### config.mk
export PLATFORM = sky130hd
export DESIGN_NAME = spart_tx_sched
export DESIGN_NICKNAME = d
export VERILOG_FILES = /design/src/rtl/spart_pkg.sv /design/src/rtl/spart_tx_sched_rr_picker.sv /design/src/rtl/spart_tx_sched.sv
export SDC_FILE = /design/constraint.sdc
export NUM_CORES = 1
export LEC_CHECK = 0
export ABC_AREA = 1
export BUFFER_PORTS_ARGS = -buffer_cell sky130_fd_sc_hd__buf_2
export CAP_MARGIN = 20
export CORE_MARGIN = 5
export CORE_UTILIZATION = 29
export DETAILED_ROUTE_END_ITERATION = 7
export PLACE_DENSITY = 0.48
export SETUP_SLACK_MARGIN = 0.4
export SYNTH_ARGS = -nofsm -noshare
export SYNTH_HDL_FRONTEND = slang
export SYNTH_HIERARCHICAL = 1
export SYNTH_SLANG_ARGS = --single-unit
### constraint.sdc
create_clock -name clk -period 3.2 [get_ports clk]
set_clock_uncertainty 0.15 [all_clocks]
set_input_delay 0.64 -clock clk [delete_from_list [all_inputs] [get_ports clk]]
set_output_delay 0.64 -clock clk [all_outputs]
set_load 0.005 [all_outputs]
### src/rtl/spart_pkg.sv
// Shared types and constants for the SPART transmit scheduler.
// Holds the FSM state encoding and default sizing.
package spart_pkg;

  localparam int DATA_W           = 8;
  localparam int DEF_N_REQ        = 4;
  localparam int DEF_LOCK_TIMEOUT = 255;

  typedef enum logic [1:0] {
    ST_IDLE,
    ST_LOAD,
    ST_WAIT_LOW,
    ST_WAIT_HIGH
  } state_t;

endpackage

### src/rtl/spart_tx_sched_rr_picker.sv
// Round-robin picker: first set request strictly after ptr,
// wrapping, with ptr itself checked last.
module rr_picker #(
  parameter int N = 4
) (
  input  logic [N-1:0]         req,
  input  logic [$clog2(N)-1:0] ptr,
  output logic [N-1:0]         gnt,
  output logic                 valid
);

  localparam int W = $clog2(N);

  logic [W-1:0] idx;

  always_comb begin
    gnt   = '0;
    valid = 1'b0;
    idx   = '0;
    for (int k = 1; k <= N; k++) begin
      idx = W'((int'(ptr) + k) % N);
      if (!valid && req[idx]) begin
        gnt[idx] = 1'b1;
        valid    = 1'b1;
      end
    end
  end

endmodule

### src/rtl/spart_tx_sched.sv
// Byte scheduler feeding a SPART transmitter from N requesters,
// with round-robin arbitration and per-packet locking.
module spart_tx_sched
  import spart_pkg::*;
#(
  parameter int N_REQ        = DEF_N_REQ,
  parameter int LOCK_TIMEOUT = DEF_LOCK_TIMEOUT
) (
  input  logic                      clk,
  input  logic                      rst,
  input  logic [N_REQ-1:0]          req_valid,
  input  logic [DATA_W*N_REQ-1:0]   req_data,
  input  logic [N_REQ-1:0]          req_last,
  output logic [N_REQ-1:0]          req_ready,
  input  logic [N_REQ-1:0]          req_mask,
  output logic                      tx_en,
  output logic [DATA_W-1:0]         tx_data,
  input  logic                      tx_tbr,
  output logic [$clog2(N_REQ)-1:0]  grant_id,
  output logic                      busy,
  output logic                      lock_err
);

  localparam int IW = $clog2(N_REQ);
  localparam int CW = $clog2(LOCK_TIMEOUT + 1);

  state_t            state_q, state_d;
  logic [DATA_W-1:0] tx_data_q, tx_data_d;
  logic [IW-1:0]     grant_q, grant_d;
  logic              lock_q, lock_d;
  logic [CW-1:0]     cnt_q, cnt_d;
  logic              err_q, err_d;
  logic              wl_q, wl_d;

  logic [N_REQ-1:0]  elig, gnt, owner_oh;
  logic              gnt_vld, idle, xfer;
  logic [IW-1:0]     win_id;
  logic [DATA_W-1:0] win_data;
  logic              win_last;

  // While locked, only the owner may compete.
  assign owner_oh = N_REQ'(1) << grant_q;
  assign elig     = (req_valid & ~req_mask)
                  & (lock_q ? owner_oh : {N_REQ{1'b1}});

  rr_picker #(.N(N_REQ)) u_pick (
    .req   (elig),
    .ptr   (grant_q),
    .gnt   (gnt),
    .valid (gnt_vld)
  );

  always_comb begin
    win_id   = '0;
    win_data = '0;
    win_last = 1'b0;
    for (int i = 0; i < N_REQ; i++) begin
      if (gnt[i]) begin
        win_id   = IW'(i);
        win_data = req_data[DATA_W*i +: DATA_W];
        win_last = req_last[i];
      end
    end
  end

  always_ff @(posedge clk) begin
    if (rst) state_q <= ST_IDLE;
    else     state_q <= state_d;
  end

  always_comb begin
    state_d = state_q;
    unique case (state_q)
      ST_IDLE:      if (xfer) state_d = ST_LOAD;
      ST_LOAD:      state_d = ST_WAIT_LOW;
      ST_WAIT_LOW: begin
        if (!tx_tbr)  state_d = ST_WAIT_HIGH;
        else if (wl_q) state_d = ST_IDLE;
      end
      ST_WAIT_HIGH: if (tx_tbr) state_d = ST_IDLE;
      default:      state_d = ST_IDLE;
    endcase
  end

  always_comb begin
    idle      = (state_q == ST_IDLE);
    busy      = !idle;
    tx_en     = (state_q == ST_LOAD);
    req_ready = (idle && tx_tbr && gnt_vld) ? gnt : '0;
    xfer      = |(req_ready & req_valid);
  end

  always_comb begin
    tx_data_d = tx_data_q;
    grant_d   = grant_q;
    lock_d    = lock_q;
    cnt_d     = cnt_q;
    err_d     = 1'b0;
    wl_d      = (state_q == ST_WAIT_LOW);
    if (xfer) begin
      tx_data_d = win_data;
      grant_d   = win_id;
      lock_d    = !win_last;
      cnt_d     = '0;
    end else if (idle && lock_q) begin
      // A masked owner drops the lock quietly; a silent one times out.
      if (req_mask[grant_q]) begin
        lock_d = 1'b0;
        cnt_d  = '0;
      end else if (!req_valid[grant_q]) begin
        if (cnt_q == CW'(LOCK_TIMEOUT - 1)) begin
          lock_d = 1'b0;
          cnt_d  = '0;
          err_d  = 1'b1;
        end else begin
          cnt_d = cnt_q + CW'(1);
        end
      end
    end
  end

  always_ff @(posedge clk) begin
    if (rst) begin
      tx_data_q <= '0;
      grant_q   <= IW'(N_REQ - 1);
      lock_q    <= 1'b0;
      cnt_q     <= '0;
      err_q     <= 1'b0;
      wl_q      <= 1'b0;
    end else begin
      tx_data_q <= tx_data_d;
      grant_q   <= grant_d;
      lock_q    <= lock_d;
      cnt_q     <= cnt_d;
      err_q     <= err_d;
      wl_q      <= wl_d;
    end
  end

  assign tx_data  = tx_data_q;
  assign grant_id = grant_q;
  assign lock_err = err_q;

endmodule

==> metrics.cfg <==
[status]
status = finished clean

[power_and_ir_drop]
cellLeakagePower_uw = 0.00149
ir_drop_mv = 0.602
p_per_area_nw_per_um2 = 1050

[floorplan]
rows = 30
start_util_pct = 30.1
die_width_um = 94.5
core_um2 = 6870
pin_count = 64
die_y_um = 94.5
die_area_um2 = 8930

[global_routing]
grt_max_degree = 15
grt_pass1_vias = 2416
grt_use_total_pct = 14.8
grt_pass1_wl_mm = 10.9
antenna_found_initial = 0
gr-total-overflow = 0

[yosys]
synth_ff_type = dfxtp_1
synthTopCellsByArea = dfxtp_1, nand2_1, nor2_1, nand3_1, inv_1
synth-simple-area-share_pct = 51.3
yosys_warnings = 6
synth_fa_ha_area_share_pct = 6.04
yosysUniqueCellTypes = 32
ys_seq_area_share_pct = 22.2
avgSynthCellArea_um2 = 5.85
synthTopCellsByCount = nand2_1, nor2_1, inv_1
synthArstFlopShare_pct = 0
post-synth-top-count-cell = nand2_1
netlist_instances = 354
synth-edff-count = 0
synth_compound_area_share_pct = 10.8
syn_area_um2 = 2070
synth_xor_area_share_pct = 0.423
synth_top_area_cell = dfxtp_1
syn_nets = 411
synth_top_family_by_area = simple AND/OR/NAND/NOR gates
synthMuxAreaShare_pct = 0
synth_top_area_share_pct = 22.2
synth-seq-cells = 23

[sta]
hold_viol = 0
fin_crit_ns = 2.85
slew_headroom_pct = 69.9
drv_slew = 0
finalSetupTns_ns = 0
finalSetupViolCount = 0
fin_ws_ns = 0.349
min_period_over_period_pct = 89.1
fmax_ghz = 0.351
rsz0062_at_grt = true
holdWs_ns = 0.345
worst_pin_slew_ns = 0.451

[worst_setup_path]
crit_path_end_kind = output port
cp_max_fo = 6
worstPathArrival_ns = 2.06
critPathLaunchType = flop
crit_type = reg -> out
cp.required_ns = 2.41

[placed_design]
gp_congestion = 0.849
post-place-cells = 515
io_buffer_count = 63
place.detailed.hpwl_mm = 4.96
place_ws_ns = 0.127

[clock_tree]
cts.htree.levels = 1
tritoncts.num_buffers = 3
clock-sinks = 23
clockBufferDepth = 2
clk_pin_slew_ns = 0.09
cts_root_buf = clkbuf_8
clkLatencyLatePin_ns = 0.27
tritoncts = yes
cts_hold_buf = 0

[drt]
ant_nets = 0
drt_iter0_drc = 67
drt-pass1-iter-count = 4
drt_wl_total_mm = 6.64
vias = 2513
wl_per_cell_um = 12.2
drc_errors = 0
via_per_inst = 4.61

[final_layout]
nets = 507
drive_gt1_share_pct = 41.6
diodes = 0
fin_cells = 545
synthToLayoutAreaGrowth_pct = 50.2

[min_path]
worst_hold_path_type = reg -> reg

[flow_run]
cap_viol_max_count = 0

[cells by family after synthesis]
kind of cell | after synthesis
xor+xnor | 1
compound gates | 38
buf+inv | 48
flops | 23
simple gates | 234
fa+ha+maj | 10
[area by class of cell]
| class | instances | area, µm² |
|---|---|---|
| fill | 741 | 3760 |
| multi-input combinational | 283 | 1660 |
| timing repair buffer | 97 | 642 |
| sequential | 23 | 469 |
| inverter | 42 | 173 |
| tap | 96 | 120 |
| clock buffer | 3 | 41.3 |
| clock inverter | 1 | 7.51 |
[worst max-delay path: stages (launching register included)]
cell and delay [ns]:
dfxtp_4 0.43, inv_6 0.05, o21ai_1 0.12, nand2_1 0.12
nor2_4 0.15, nand2_1 0.10, nand2_2 0.09, nand2_1 0.06
nand2_2 0.11, nand3_2 0.08, nand2_2 0.09, nor2_2 0.04
nand2_2 0.08, inv_2 0.05, nor2_2 0.10, buf_2 0.12
[worst paths after layout]
check	startpoint	end	slack, ns	cells after the start
setup / recovery	grant_id[0]	req_ready[1]	0.35	15
hold reg to reg	tx_data[6]	tx_data[6]	0.34	2
hold / removal	tx_data[6]	tx_data[6]	0.34	2
setup reg to reg	grant_id[0]	tx_data[7]	0.51	20
[state kept, by name, summed over array words and instances, names as in the netlist]
register / flops
tx_data: 8
wl_q: 1
lock_q: 1
state_q: 2
grant_id: 2
cnt_q: 8
lock_err: 1
[power breakdown]
group	internal, µW	total (µW)	leakage (µW)	switching [µW]
Sequential	362	429	0.000187	66.5
Combinational	1150	2640	0.00128	1490
Clock	88.2	187	0.0000217	98.9
Total	1600	3260	0.00149	1660
[metrics by stage]
stage | total power, µW | utilization [%] | instance area, µm²
2_1_floorplan | 1670 | - | 2080
3_3_place_gp | 2220 | 36.9 | 2540
3_5_place_dp | 2190 | 36.9 | 2540
4_1_cts | 2670 | 40.5 | 2780
5_1_grt | 3580 | 45.3 | 3110
6_report | 3260 | 45.3 | 3110
[cell usage in the layout (no fill, tap or decap), types with 2 or more instances in the layout]
cell type | netlist | layout
buf_2 | 3 | 63
nand4_1 | 5 | 5
nand3_4 | 2 | 3
nor2_2 | 2 | 9
inv_4 | 0 | 4
ha_1 | 10 | 9
o21ai_1 | 0 | 5
nor3_1 | 6 | 5
nor2_4 | 3 | 8
inv_1 | 38 | 32
nand2_4 | 2 | 5
dfxtp_4 | 0 | 2
dfxtp_1 | 23 | 20
o21ai_2 | 1 | 5
buf_12 | 0 | 3
buf_4 | 0 | 22
nand2_2 | 7 | 23
a22o_1 | 2 | 2
inv_2 | 3 | 5
a22oi_2 | 0 | 2
a21oi_1 | 13 | 7
nor2_1 | 51 | 39
a21oi_2 | 0 | 6
nand2_1 | 117 | 97
nand3_2 | 2 | 5
buf_6 | 1 | 9
clkbuf_8 | 0 | 3
o21ai_0 | 15 | 6
nand3_1 | 35 | 31
[what timing repair did]
| item | 4_1_cts | 5_1_grt |
|---|---|---|
| endpoints found under the setup margin | 17 | 25 |
| pin swaps | 15 | 39 |
| gates resized for setup | 28 | 69 |
| gates cloned | 0 | 0 |
| setup buffers | 16 | 10 |
[routing by layer]
metal	routed length [µm]	part of all wire, %	GRT usage (%)
met1	3010	45	19.7
met2	3240	49	25.5
met5	0	0	0
met3	368	5.5	2.87
met4	18	0.27	1.92
Power figures use the tool's default switching activity.
